$ cat src/rtl/genius_datapath_param.sv
// Genius (Simon) game datapath: LFSR colour sequence, LED playback, key checking, per-press timeout.
// Defining GENIUS_BEST_SCORE_EN adds the 'best' output (highest completed round since reset).
module genius_datapath_param #(
    parameter int unsigned P_COLORS  = 4,
    parameter int unsigned P_LEVELS  = 16,
    parameter int unsigned P_SHOW    = 25_000_000,
    parameter int unsigned P_GAP     = 12_500_000,
    parameter int unsigned P_TIMEOUT = 250_000_000,
    parameter logic [15:0] P_SEED    = 16'hACE1,
    localparam int unsigned RW       = $clog2(P_LEVELS + 1)
) (
    input  logic                CLOCK_50,
    input  logic                R,
    input  logic                START,
    input  logic [P_COLORS-1:0] KEY,
    output logic [P_COLORS-1:0] leds,
    output logic [RW-1:0]       round,
    output logic                end_FPGA,
    output logic                end_User,
    output logic                end_time,
    output logic                match,
    output logic                win,
    output logic                over,
    output logic                busy
`ifdef GENIUS_BEST_SCORE_EN
    ,
    output logic [RW-1:0]       best
`endif
);

    localparam int unsigned CW    = (P_COLORS > 1) ? $clog2(P_COLORS) : 1;
    localparam int unsigned IW    = $clog2(P_LEVELS);
    localparam int unsigned T_SG  = (P_SHOW > P_GAP) ? P_SHOW : P_GAP;
    localparam int unsigned T_MAX = (P_TIMEOUT > T_SG) ? P_TIMEOUT : T_SG;
    localparam int unsigned TW    = $clog2(T_MAX + 1);

    typedef enum logic [2:0] {
        S_IDLE, S_LOAD, S_SHOW_ON, S_SHOW_OFF, S_WAIT_USER, S_WIN, S_LOSE
    } state_t;

    state_t                state_q, state_d;
    logic [15:0]           lfsr_q, lfsr_d;
    logic [P_COLORS-1:0]   key_s1_q, key_s2_q, key_prev_q;
    logic [P_COLORS-1:0]   fell;
    logic                  evt_q, evt_d;
    logic                  evt_clean_q, evt_clean_d;
    logic [P_COLORS-1:0]   evt_bits_q, evt_bits_d;
    logic [IW-1:0]         idx_q, idx_d;
    logic [RW-1:0]         round_q, round_d;
    logic [TW-1:0]         tmr_q, tmr_d;
    logic [P_COLORS-1:0]   leds_q, leds_d;
    logic                  end_fpga_q, end_fpga_d;
    logic                  end_user_q, end_user_d;
    logic                  end_time_q, end_time_d;
    logic                  match_q, match_d;
    logic                  win_q, win_d;
    logic                  over_q, over_d;
    logic                  busy_q, busy_d;
    logic                  seq_we;
    logic [CW-1:0]         seq_q [P_LEVELS];
    logic [P_COLORS-1:0]   exp_key;
    logic                  last_entry;

    function automatic logic [P_COLORS-1:0] onehot(input logic [CW-1:0] c);
        logic [P_COLORS-1:0] v;
        v    = '0;
        v[c] = 1'b1;
        return v;
    endfunction

    // Fibonacci LFSR, taps 16,14,13,11; free-running so the sequence depends on START timing
    always_comb begin
        lfsr_d = {lfsr_q[14:0], lfsr_q[15] ^ lfsr_q[13] ^ lfsr_q[12] ^ lfsr_q[10]};
    end

    // Falling edges of the synchronised keys; several at once or on top of a held key is a bad press
    always_comb begin
        fell        = key_prev_q & ~key_s2_q;
        evt_d       = |fell;
        evt_bits_d  = fell;
        evt_clean_d = ((fell & (fell - P_COLORS'(1))) == '0) && ((~key_s2_q & ~fell) == '0);
    end

    assign exp_key    = onehot(seq_q[idx_q]);
    assign last_entry = (RW'(idx_q) + RW'(1)) == round_q;

    always_comb begin
        state_d    = state_q;
        idx_d      = idx_q;
        round_d    = round_q;
        tmr_d      = tmr_q;
        end_fpga_d = 1'b0;
        end_user_d = 1'b0;
        end_time_d = 1'b0;
        match_d    = 1'b0;
        seq_we     = 1'b0;
        case (state_q)
            S_IDLE, S_WIN, S_LOSE: begin
                if (START) begin
                    state_d = S_LOAD;
                    round_d = RW'(1);
                    idx_d   = '0;
                    tmr_d   = '0;
                end
            end
            S_LOAD: begin
                seq_we = 1'b1;
                if (idx_q == IW'(P_LEVELS - 1)) begin
                    state_d = S_SHOW_ON;
                    idx_d   = '0;
                    tmr_d   = '0;
                end else begin
                    idx_d = idx_q + IW'(1);
                end
            end
            S_SHOW_ON: begin
                if (tmr_q == TW'(P_SHOW - 1)) begin
                    state_d = S_SHOW_OFF;
                    tmr_d   = '0;
                end else begin
                    tmr_d = tmr_q + TW'(1);
                end
            end
            S_SHOW_OFF: begin
                if (tmr_q == TW'(P_GAP - 1)) begin
                    tmr_d = '0;
                    if (last_entry) begin
                        end_fpga_d = 1'b1;
                        idx_d      = '0;
                        state_d    = S_WAIT_USER;
                    end else begin
                        idx_d   = idx_q + IW'(1);
                        state_d = S_SHOW_ON;
                    end
                end else begin
                    tmr_d = tmr_q + TW'(1);
                end
            end
            S_WAIT_USER: begin
                // a press takes priority over a timeout in the same cycle
                if (evt_q) begin
                    if (evt_clean_q && (evt_bits_q == exp_key)) begin
                        match_d = 1'b1;
                        tmr_d   = '0;
                        if (last_entry) begin
                            end_user_d = 1'b1;
                            idx_d      = '0;
                            if (round_q == RW'(P_LEVELS)) begin
                                state_d = S_WIN;
                            end else begin
                                round_d = round_q + RW'(1);
                                state_d = S_SHOW_ON;
                            end
                        end else begin
                            idx_d = idx_q + IW'(1);
                        end
                    end else begin
                        state_d = S_LOSE;
                    end
                end else if (tmr_q == TW'(P_TIMEOUT - 1)) begin
                    end_time_d = 1'b1;
                    state_d    = S_LOSE;
                end else begin
                    tmr_d = tmr_q + TW'(1);
                end
            end
            default: state_d = S_IDLE;
        endcase

        // Registered outputs follow the state being entered
        leds_d = '0;
        case (state_d)
            S_SHOW_ON:   leds_d = onehot(seq_q[idx_d]);
            S_WAIT_USER: leds_d = ~key_s2_q;
            S_WIN:       leds_d = '1;
            default:     leds_d = '0;
        endcase
        win_d  = (state_d == S_WIN);
        over_d = (state_d == S_LOSE);
        busy_d = !((state_d == S_IDLE) || (state_d == S_WIN) || (state_d == S_LOSE));
    end

    always_ff @(posedge CLOCK_50 or posedge R) begin
        if (R) begin
            state_q     <= S_IDLE;
            lfsr_q      <= P_SEED;
            key_s1_q    <= '1;
            key_s2_q    <= '1;
            key_prev_q  <= '1;
            evt_q       <= 1'b0;
            evt_clean_q <= 1'b0;
            evt_bits_q  <= '0;
            idx_q       <= '0;
            round_q     <= '0;
            tmr_q       <= '0;
            leds_q      <= '0;
            end_fpga_q  <= 1'b0;
            end_user_q  <= 1'b0;
            end_time_q  <= 1'b0;
            match_q     <= 1'b0;
            win_q       <= 1'b0;
            over_q      <= 1'b0;
            busy_q      <= 1'b0;
        end else begin
            state_q     <= state_d;
            lfsr_q      <= lfsr_d;
            key_s1_q    <= KEY;
            key_s2_q    <= key_s1_q;
            key_prev_q  <= key_s2_q;
            evt_q       <= evt_d;
            evt_clean_q <= evt_clean_d;
            evt_bits_q  <= evt_bits_d;
            idx_q       <= idx_d;
            round_q     <= round_d;
            tmr_q       <= tmr_d;
            leds_q      <= leds_d;
            end_fpga_q  <= end_fpga_d;
            end_user_q  <= end_user_d;
            end_time_q  <= end_time_d;
            match_q     <= match_d;
            win_q       <= win_d;
            over_q      <= over_d;
            busy_q      <= busy_d;
        end
    end

    // Sequence storage needs no reset; LOAD rewrites every entry
    always_ff @(posedge CLOCK_50) begin
        if (seq_we) begin
            seq_q[idx_q] <= lfsr_q[CW-1:0];
        end
    end

`ifdef GENIUS_BEST_SCORE_EN
    logic [RW-1:0] best_q, best_d;

    always_comb begin
        best_d = best_q;
        if (end_user_d && (round_q > best_q)) begin
            best_d = round_q;
        end
    end

    always_ff @(posedge CLOCK_50 or posedge R) begin
        if (R) begin
            best_q <= '0;
        end else begin
            best_q <= best_d;
        end
    end

    assign best = best_q;
`endif

    assign leds     = leds_q;
    assign round    = round_q;
    assign end_FPGA = end_fpga_q;
    assign end_User = end_user_q;
    assign end_time = end_time_q;
    assign match    = match_q;
    assign win      = win_q;
    assign over     = over_q;
    assign busy     = busy_q;

endmodule

$ cat config.mk
export PLATFORM = sky130hd
export DESIGN_NAME = genius_datapath_param
export DESIGN_NICKNAME = d
export VERILOG_FILES = /design/src/rtl/genius_datapath_param.sv
export SDC_FILE = /design/constraint.sdc
export NUM_CORES = 1
export LEC_CHECK = 0
export CELL_PAD_IN_SITES_DETAIL_PLACEMENT = 1
export CELL_PAD_IN_SITES_GLOBAL_PLACEMENT = 2
export CORE_ASPECT_RATIO = 1.5
export CORE_MARGIN = 2
export CORE_UTILIZATION = 40
export DETAILED_ROUTE_END_ITERATION = 8
export PLACE_DENSITY = 0.78
export SETUP_SLACK_MARGIN = 0.3
export SLEW_MARGIN = 0
export SYNTH_ARGS = -nofsm -noshare
export SYNTH_HDL_FRONTEND = slang
export SYNTH_SLANG_ARGS = --single-unit
$ cat constraint.sdc
create_clock -name CLOCK_50 -period 5.07 [get_ports CLOCK_50]
set_clock_uncertainty 0.1 [all_clocks]
set_input_delay 1.014 -clock CLOCK_50 [delete_from_list [all_inputs] [get_ports CLOCK_50]]
set_output_delay 1.014 -clock CLOCK_50 [all_outputs]
set_load 0.1 [all_outputs]
==> results of run 1 <==
## critical path, stage by stage (launching register included)
cell	delay [ns]
dfrtp_1	0.86
inv_1	0.22
mux4_2	0.52
or2_0	0.22
a32oi_1	0.37
a21bo_2	0.25
o21ai_1	0.13
a21o_4	0.27
clkinv_4	0.12
mux2i_1	0.09
mux4_2	0.53
mux2_2	0.32
o31ai_1	0.25
## cell usage in the layout, fill, tap and decap left out, types with 3 or more instances in the layout
cell / count
dfrtp_1: 64
nor2_1: 59
o21ai_0: 36
edfxtp_1: 32
nand2_1: 30
inv_1: 24
clkdlybuf4s50_1: 22
nand3_1: 20
dfstp_2: 20
nor3_1: 18
xnor2_1: 18
clkbuf_16: 18
nand4_1: 17
mux2i_1: 16
a21oi_1: 13
and3_1: 13
nor4_1: 13
nor2b_1: 11
xor2_1: 11
buf_4: 10
mux4_2: 7
o31ai_1: 7
ha_1: 7
inv_6: 7
nor4b_1: 6
nand2b_1: 6
mux2_1: 5
o21a_1: 5
nand4b_1: 4
or3_1: 4
a32oi_1: 4
o21ai_1: 4
o22ai_1: 3
nor3b_1: 3
o31a_1: 3
a31oi_1: 3
o211ai_1: 3
## final cells by class
class	instances	area share (%)
Tap cell	196	3.50
Timing Repair Buffer	32	4.22
Inverter	27	1.54
Multi-Input combinational cell	391	37.8
Sequential cell	117	44.5
Clock buffer	19	6.63
Clock inverter	13	1.86
## flip-flops by register name, indices dropped and copies added (netlist names)
name	cells
key_s2_q	4
end_FPGA	1
key_s1_q	4
seq_q	32
idx_q	4
state_q	3
key_prev_q	4
lfsr_q	16
busy	1
match	1
evt_bits_q	4
tmr_q	28
end_time	1
round	5
evt_q	1
end_User	1
evt_clean_q	1
leds	4
win	1
over	1
## stage by stage
step | hold WS (ns) | utilization, %
finish | 0.253 | 48.2
global route | 0.256 | 48.2
CTS | 0.253 | 48.1
detailed placement | 0.243 | 44.1
global placement | 0.235 | 44.1
floorplan | 0.231 | -
## repair_timing
item	CTS	global route
resized for setup	0	2
setup buffers	0	0
hold buffers	0	0
setup endpoints to repair	0	4
## report_power, final
part           switching (mW)  total (mW)  internal (mW)
combinational           0.912        1.47          0.556
clock                   0.468        1.20          0.730
sequential              0.154        1.21           1.06
total                    1.53        3.88           2.34
## logic make-up after synthesis
logic type	after synthesis	share of synthesized area, %
AO/OA/AOI/OAI	104	11.6
XOR/XNOR	30	4.65
adder cells (fa/ha/maj)	7	1.47
buffers and inverters	47	3.36
flip-flops	117	52.3
multiplexers	31	7.23
AND/OR/NAND/NOR	219	19.4
## path summary, 6_finish.rpt
check / startpoint / endpoint / slack (ns)
setup reg to reg: idx_q[3] / leds[1] / 0.71
hold reg to reg: lfsr_q[4] / lfsr_q[5] / 0.25
setup / recovery: idx_q[3] / leds[1] / 0.71
hold / removal: lfsr_q[4] / lfsr_q[5] / 0.25
min in group asynchronous: R / tmr_q[10] / 1.01
max in group asynchronous: R / round[3] / 2.92
## per-layer routing
metal / vias up / share of wire (%)
met3: 30 / 2.5
li1: 2109 / -
met1: 2353 / 38
met4: 0 / 2.8
met5: - / 0
met2: 85 / 57
==> run metrics, run 1 <==
starting density of the core 41.0%; total CTS buffers 17; drt pass-1 iters 5; Tot GR Track Use 22.0%; TritonCTS clock tree built; Top FF cell, synth dfrtp_1; vias per inst 5.76; clock root buffer clkbuf_16; Worst Tran Pin Value 0.984 ns; met2 usage 41.5%; async set or reset register ratio after synthesis 72.6%; status complete, no violations; max-slew violation count 0; Post-DP HPWL between 10000 and 15000 um; P_leak 2.77 nW; final setup TNS 0 ns; crit start category flip-flop; WP data arrival about 4.6 ns; Antenna diodes 0; die width 104 um; synth top area cells dfrtp_1 (27%), edfxtp_1 (16%), dfstp_2 (8.8%); area post-placement ~0.0064 sq mm; clock-pin slew on the worst setup and hold paths 0.06 ns; pre-CTS WS 0.429 ns; I/O pins 23; RSZ-0062 raised after global routing false; WHS Path Cells 0; gp weighted congestion roughly 0.89; critical path type reg2reg; max cap viols 0; most instantiated library cell after synthesis dfrtp_1; Die Area ~0.016 sq mm; Placed Instances approximately 760; power per standard cell area about 550 mW/mm^2; Filler Cells Inserted 1581; Synth Net Count 569; CORE AREA 0.0145 sq mm; number of synthesized register bits 117; DR vias 4577; H-tree levels 4; drt wl/cell 20.7 um; total wire length 16400 um; Max Freq 229 MHz; Final nets 600; Yosys top cell area share 27.3%; Worst Path Required between 5 and 6 ns; fin area 0.00700 sq mm; initial DRC count 190; initial antenna violation count 0; share of layout cells above drive strength 1 about 14%; post-synthesis sequential area ratio 52.3%; FF-to-FF path depth 12; multi-input logic area 0.00265 sq mm; Post-Syn Area 0.00595 sq mm; EDFF count, synth 32; first-pass GRT wire length 26900 um; clock sinks about 120; Final Setup Violations 0; M3 GR Usage 4.31%; Worst VDD drop 257 uV; CP Capture Type flip-flop; DRT antenna net count 0; Seq. cell area 0.00311 sq mm; Area Overhead vs Synth 17.6%; grt ovf 0; GR Layer Usage met1 23.4%; CP max FO 22; Synth area leader dfrtp_1; final hold viol count 0; Slew HR roughly a third; grt peak-use layer met2; Distinct cells, synth 74; YS warnings 0; fin crit share 86.0%; Skew-Pair Late Insertion Delay 0.42 ns; DRC 0; Final Instance Count excl. Fillers between 700 and 800; final setup margin approximately 0.71 ns; Die Ht roughly 150 um; Post-Synthesis Cells 555; total power 3.88 mW; largest net degree at the start of global routing 56; Max clock buf depth 2; synthesized area per cell 10.7 sq um; port buffer count 22; HP Class reg2reg; row cnt 54; top cells by count, synth dfrtp_1 (65), nor2_1 (59), o21ai_0 (36); number of global-route vias before repair around 5000; post-route minimum period 4.36 ns
(Power assumes the default switching activity.)
==> run 2: changes to the inputs <==
--- a/config.mk
+++ b/config.mk
@@ -9,9 +9,10 @@
 export CELL_PAD_IN_SITES_GLOBAL_PLACEMENT = 2
 export CORE_ASPECT_RATIO = 1.5
 export CORE_MARGIN = 2
-export CORE_UTILIZATION = 40
+export CORE_UTILIZATION = 37
 export DETAILED_ROUTE_END_ITERATION = 8
-export PLACE_DENSITY = 0.78
+export PLACE_DENSITY = 0.76
+export RECOVER_POWER = 25
 export SETUP_SLACK_MARGIN = 0.3
 export SLEW_MARGIN = 0
 export SYNTH_ARGS = -nofsm -noshare
==> constraint.sdc (replaced) <==
create_clock -name CLOCK_50 -period 4 [get_ports CLOCK_50]
set_clock_uncertainty 0.1 [all_clocks]
set_input_delay 0.4 -clock CLOCK_50 [delete_from_list [all_inputs] [get_ports CLOCK_50]]
set_output_delay 0.4 -clock CLOCK_50 [all_outputs]
set_load 0.1 [all_outputs]
==> run 2 against run 1 <==
Compared with the run above: the run now ends with max-capacitance violations, max-slew violations left; power increased by 38%; critical path depth increased by 1; combinational power increased by 65%; sequential power increased by 20%; wire length increased by 9.7%; setup slack got worse by 0.58 ns; global-route usage about the same; critical path type unchanged; largest power group unchanged.
==> run metrics, run 2 (same netlist as run 1, synthesis figures left out) <==
Reg-to-Reg End leds[1]; Sw Pwr 2.16 mW; share of layout cells above drive strength 1 23.8%; fin crit share 96.7%; Worst Path Required ~4.2 ns; Final Instance Count excl. Fillers 842; Post-DP HPWL 13400 um; TritonCTS clock tree built; clock root buffer clkbuf_16; RSZ-0062 raised after global routing true; HP Class reg2reg; starting density of the core 37.9%; H-tree levels 4; DR vias 4760; Die Area 0.0171 sq mm; first-pass GRT wire length 28400 um; grt ovf 0; CORE AREA 0.0157 sq mm; CP Capture Type flip-flop; vias per inst ~5.7; initial DRC count 212; drt wl/cell 21.4 um; DRT antenna net count 0; WP data arrival between 4 and 5 ns; Placed Instances 801; Seq. cell area between 0.003 and 0.004 sq mm; Tot GR Track Use 22.0%; Largest regs seq_q (32), tmr_q (28), lfsr_q (16); Max clock buf depth 2; switch share 40.3%; sink of the worst hold path lfsr_q[3]; port buffer count 22; clock-pin slew on the worst setup and hold paths 0.06 ns; area post-placement around 0.0066 sq mm; I/O pins 23; DRC 0; total CTS buffers 17; Gate power share 45.2%; Sequential Power Share 27.0%; Filler Cells Inserted about 1800; multi-input logic area 0.00287 sq mm; max-slew violation count 35; drt pass-1 iters 4; Biggest register seq_q; final hold viol count 0; FF-to-FF path depth 13; failing checks max-capacitance violations, max-slew violations; Die Ht 159 um; gp weighted congestion approximately 0.9; largest net degree at the start of global routing 35; P_leak 3.05 nW; Skew-Pair Late Insertion Delay 0.41 ns; total wire length 18000 um; final setup TNS 0 ns; commonest non-fill, non-tap cells in the layout dfrtp_1 (63), nor2_1 (57), buf_4 (47); fin area 0.00753 sq mm; Final nets 640; clock sinks 117; status finished with violations; number of global-route vias before repair 5271; WHS Path Cells 0; Area Overhead vs Synth 26.5%; initial antenna violation count 0; Worst Tran Pin Value 1.50 ns; critical path type reg2reg; Antenna diodes 0; r2r setup slk 0.13 ns; crit start category flip-flop; most common cell after layout, fill and taps aside dfrtp_1; reg-to-reg critical path startpoint idx_q[1]; Final Setup Violations 0; Slew HR -0.698%; CP max FO 6; hold buffers post-CTS 0; post-route minimum period 3.87 ns; max reg flops 32; max cap viols 1; Worst VDD drop 290 uV; power per standard cell area 713 mW/mm^2; Max Freq 258 MHz; worst hold start lfsr_q[2]; die width 108 um; row cnt 56; Pint 3.20 mW; clock network fraction of design power 27.7%
run 2: changes by cell type in the layout (fill, tap and decap cells not counted), moves of 4 or more:
cell / before / now
o31ai_1: 7 / 3
clkdlybuf4s50_1: 22 / 17
dlygate4sd3_1: 0 / 5
buf_4: 10 / 47
dfstp_2: 20 / 13
mux2_4: 0 / 5
o31ai_2: 0 / 4
dfstp_1: 0 / 7
mux2_1: 5 / 1
nor3_1: 18 / 13
run 2: power by group through the flow:
| stage | logic [mW] | registers, mW | clock network [mW] |
|---|---|---|---|
| floorplan | 1.39 | 1.48 | 0 |
| global placement | 2.00 | 1.47 | 0 |
| detailed placement | 2.07 | 1.47 | 0 |
| CTS | 2.30 | 1.45 | 1.53 |
| global route | 2.62 | 1.46 | 1.57 |
| finish | 2.43 | 1.45 | 1.49 |
run 2: critical path, stage by stage (launching register included):
cell and delay, ns:
dfrtp_2 0.42, buf_6 0.14, mux2_4 0.29, mux4_2 0.52
or2_4 0.29, a32oi_4 0.32, a21bo_2 0.22, o21ai_2 0.07
a21o_4 0.27, clkinv_8 0.07, mux2i_1 0.08, mux4_2 0.49
mux2_4 0.31, o31ai_2 0.18
run 2: repair_timing:
item,CTS,global route
endpoints found under the setup margin,20,21
pin swaps,9,10
gates resized for setup,28,25
cloned,1,0
setup buffers,5,3
run 2: how the worst max path moves through the flow:
stage | slack [ns] | from | endpoint | cells past startpoint
after detailed placement | -0.04 | idx_q[1] | leds[1] | 13
final | 0.13 | idx_q[1] | leds[1] | 13
after global placement | 0.18 | idx_q[1] | leds[1] | 13
after global routing | 0.07 | idx_q[1] | leds[1] | 13
after floorplan | 0.34 | round[2] | leds[3] | 13
after CTS | 0.19 | idx_q[1] | leds[1] | 13
run 2: cell type report:
class,count,share of cell area [%]
clock buffers,17,5.65
clock inverters,15,1.94
inverters,27,1.53
multi-input cells,391,38.1
flip-flops and latches,117,41.4
well taps,203,3.37
repair buffers,71,7.96
repair inverters,1,0.116
run 2: stage by stage:
| stage | hold WS [ns] | power [mW] | util [%] | worst slack [ns] |
|---|---|---|---|---|
| 2_1_floorplan | 0.231 | 2.87 | - | 0.340 |
| 6_report | 0.254 | 5.37 | 48.0 | 0.131 |
| 3_3_place_gp | 0.238 | 3.47 | 42.3 | 0.185 |
| 3_5_place_dp | 0.236 | 3.53 | 42.3 | -0.0406 |
| 5_1_grt | 0.260 | 5.65 | 48.0 | 0.0697 |
| 4_1_cts | 0.256 | 5.27 | 47.0 | 0.190 |
run 2: layer usage:
metal | GRT usage [%] | part of all wire [%] | vias to the layer above
met3 | 3.56 | 2.4 | 55
met2 | 41.5 | 57 | 106
met5 | 0 | 0 | -
met1 | 22.1 | 36 | 2416
li1 | - | - | 2183
met4 | 12.8 | 4.8 | 0
==> run 3: changes to the inputs <==
--- a/config.mk
+++ b/config.mk
@@ -13,7 +13,7 @@
 export DETAILED_ROUTE_END_ITERATION = 8
 export PLACE_DENSITY = 0.76
 export RECOVER_POWER = 25
-export SETUP_SLACK_MARGIN = 0.3
+export SETUP_SLACK_MARGIN = 0.02
 export SLEW_MARGIN = 0
 export SYNTH_ARGS = -nofsm -noshare
 export SYNTH_HDL_FRONTEND = slang
==> run 3 against run 2 <==
Compared with the run above: the run now ends clean; wire length about the same; cell area decreased by 2.1%; sequential power about the same; critical path depth unchanged; core utilization decreased by 1.0 points; critical path type unchanged; largest power group unchanged; highest routed layer unchanged.
==> run metrics, run 3 (same netlist as run 1, synthesis figures left out) <==
Placed Instances between 700 and 800; r2r setup slk ~0.011 ns; Skew-Pair Late Insertion Delay 0.42 ns; max-slew violation count 0; critical path type reg2reg; Reg-to-Reg End leds[3]; M3 GR Usage 3.15%; Tot GR Track Use 21.4%; Post-DP HPWL roughly 13000 um; status complete, no violations; fin crit share ~100%; Worst Path Required 4.22 ns; Max Freq 251 MHz; Die Area about 0.017 sq mm; final setup TNS 0 ns; Final Setup Violations 0; total wire length 18100 um; vias per inst approximately 5.6; Antenna diodes 0; gp weighted congestion a little under 0.9; TritonCTS clock tree built; worst hold start lfsr_q[9]; H-tree levels 4; drt wl/cell 21.5 um; reg-to-reg critical path startpoint idx_q[1]; fin area approximately 0.0074 sq mm; first-pass GRT wire length 28100 um; met2 usage 40.4%; final hold viol count 0; CORE AREA ~0.016 sq mm; CP Capture Type flip-flop; starting density of the core 37.9%; DR vias approximately 4700; Final Instance Count excl. Fillers 839; crit start category flip-flop; share of layout cells above drive strength 1 around a fifth; power per standard cell area 715 mW/mm^2; area post-placement about 0.0066 sq mm; most common cell after layout, fill and taps aside dfrtp_1; WP data arrival ~4.2 ns; clock root buffer clkbuf_16; max cap viols 0; row cnt 56; Worst Tran Pin Value ~1.2 ns; largest net degree at the start of global routing 36; Worst VDD drop 338 uV; HP Class reg2reg; total CTS buffers 17; grt ovf 0; WHS Path Cells 0; Max clock buf depth 2; max reg flops 32; port buffer count 22; Final nets 637; GR Layer Usage met1 22.8%; Biggest register seq_q; initial antenna violation count 0; clock-pin slew on the worst setup and hold paths 0.07 ns; grt peak-use layer met2; RSZ-0062 raised after global routing true; clock sinks 117; total power 5.27 mW; initial DRC count 308; number of global-route vias before repair slightly above 5000; commonest non-fill, non-tap cells in the layout dfrtp_1 (64), nor2_1 (58), buf_4 (45); Slew HR 17.9%; Die Ht between 150 and 200 um; post-route minimum period 3.99 ns; P_leak approximately 2.9 nW; DRC 0; FF-to-FF path depth 13; I/O pins 23; sink of the worst hold path lfsr_q[10]; drt pass-1 iters 5; Largest regs seq_q (32), tmr_q (28), lfsr_q (16); die width 108 um; DRT antenna net count 0; Area Overhead vs Synth 23.8%; CP max FO 16
## run 3: changes by cell type in the layout (fill, tap and decap cells not counted), sizes merged
cell	delta
clkbuf	+1
buf	-3
clkinvlp	+2
clkinv	-3
## run 3: final cells by class
type / count / area (sq um)
Fill cell: 1737 / 8330
Sequential cell: 117 / 3110
Multi-Input combinational cell: 391 / 2730
Timing Repair Buffer: 68 / 578
Clock buffer: 18 / 429
Tap cell: 203 / 254
Clock inverter: 14 / 140
Inverter: 27 / 115
Timing Repair inverter: 1 / 8.76
## run 3: metrics by stage
step / hold slack (ns) / setup WS (ns) / utilization [%]
2_1_floorplan: 0.231 / 0.189 / -
4_1_cts: 0.217 / 0.0229 / 45.8
3_3_place_gp: 0.236 / 0.141 / 42.1
5_1_grt: 0.265 / -0.0665 / 46.9
6_report: 0.255 / 0.0114 / 46.9
3_5_place_dp: 0.240 / -0.0278 / 42.1
## run 3: how the worst max path moves through the flow
stage | start | endpoint | depth (start not counted)
2_1_floorplan | idx_q[0] | leds[3] | 16
3_3_place_gp | idx_q[1] | leds[3] | 12
3_5_place_dp | idx_q[1] | leds[3] | 13
4_1_cts | idx_q[1] | leds[3] | 13
5_1_grt | idx_q[1] | leds[1] | 13
6_report | idx_q[1] | leds[3] | 13
## run 3: report_power, final
| group | internal [mW] | switching (mW) |
|---|---|---|
| clock | 0.871 | 0.601 |
| sequential | 1.34 | 0.124 |
| combinational | 0.931 | 1.40 |
| total | 3.14 | 2.13 |
## run 3: worst max-delay path: stages, from the launching register on
cell	delay [ns]
dfrtp_1	0.40
buf_12	0.16
mux2_1	0.32
mux4_2	0.53
or2_1	0.28
a32oi_2	0.32
a21bo_2	0.23
o21ai_2	0.08
a21o_4	0.27
clkinv_8	0.08
mux2i_1	0.09
mux4_2	0.51
mux2_4	0.31
o31ai_4	0.21
## run 3: per-layer routing
layer / share of wire, % / vias up
li1: - / 2184
met1: 38 / 2438
met2: 57 / 69
met3: 1.6 / 33
met4: 3.2 / 0
met5: 0 / -
## run 3: what timing repair did
item                                    in CTS  in global routing
setup buffers                                1                 10
resized for setup                            1                 24
endpoints found under the setup margin       2                 16
cloned                                       0                  1
hold buffers                                 0                  0
pin swaps                                    1                  6
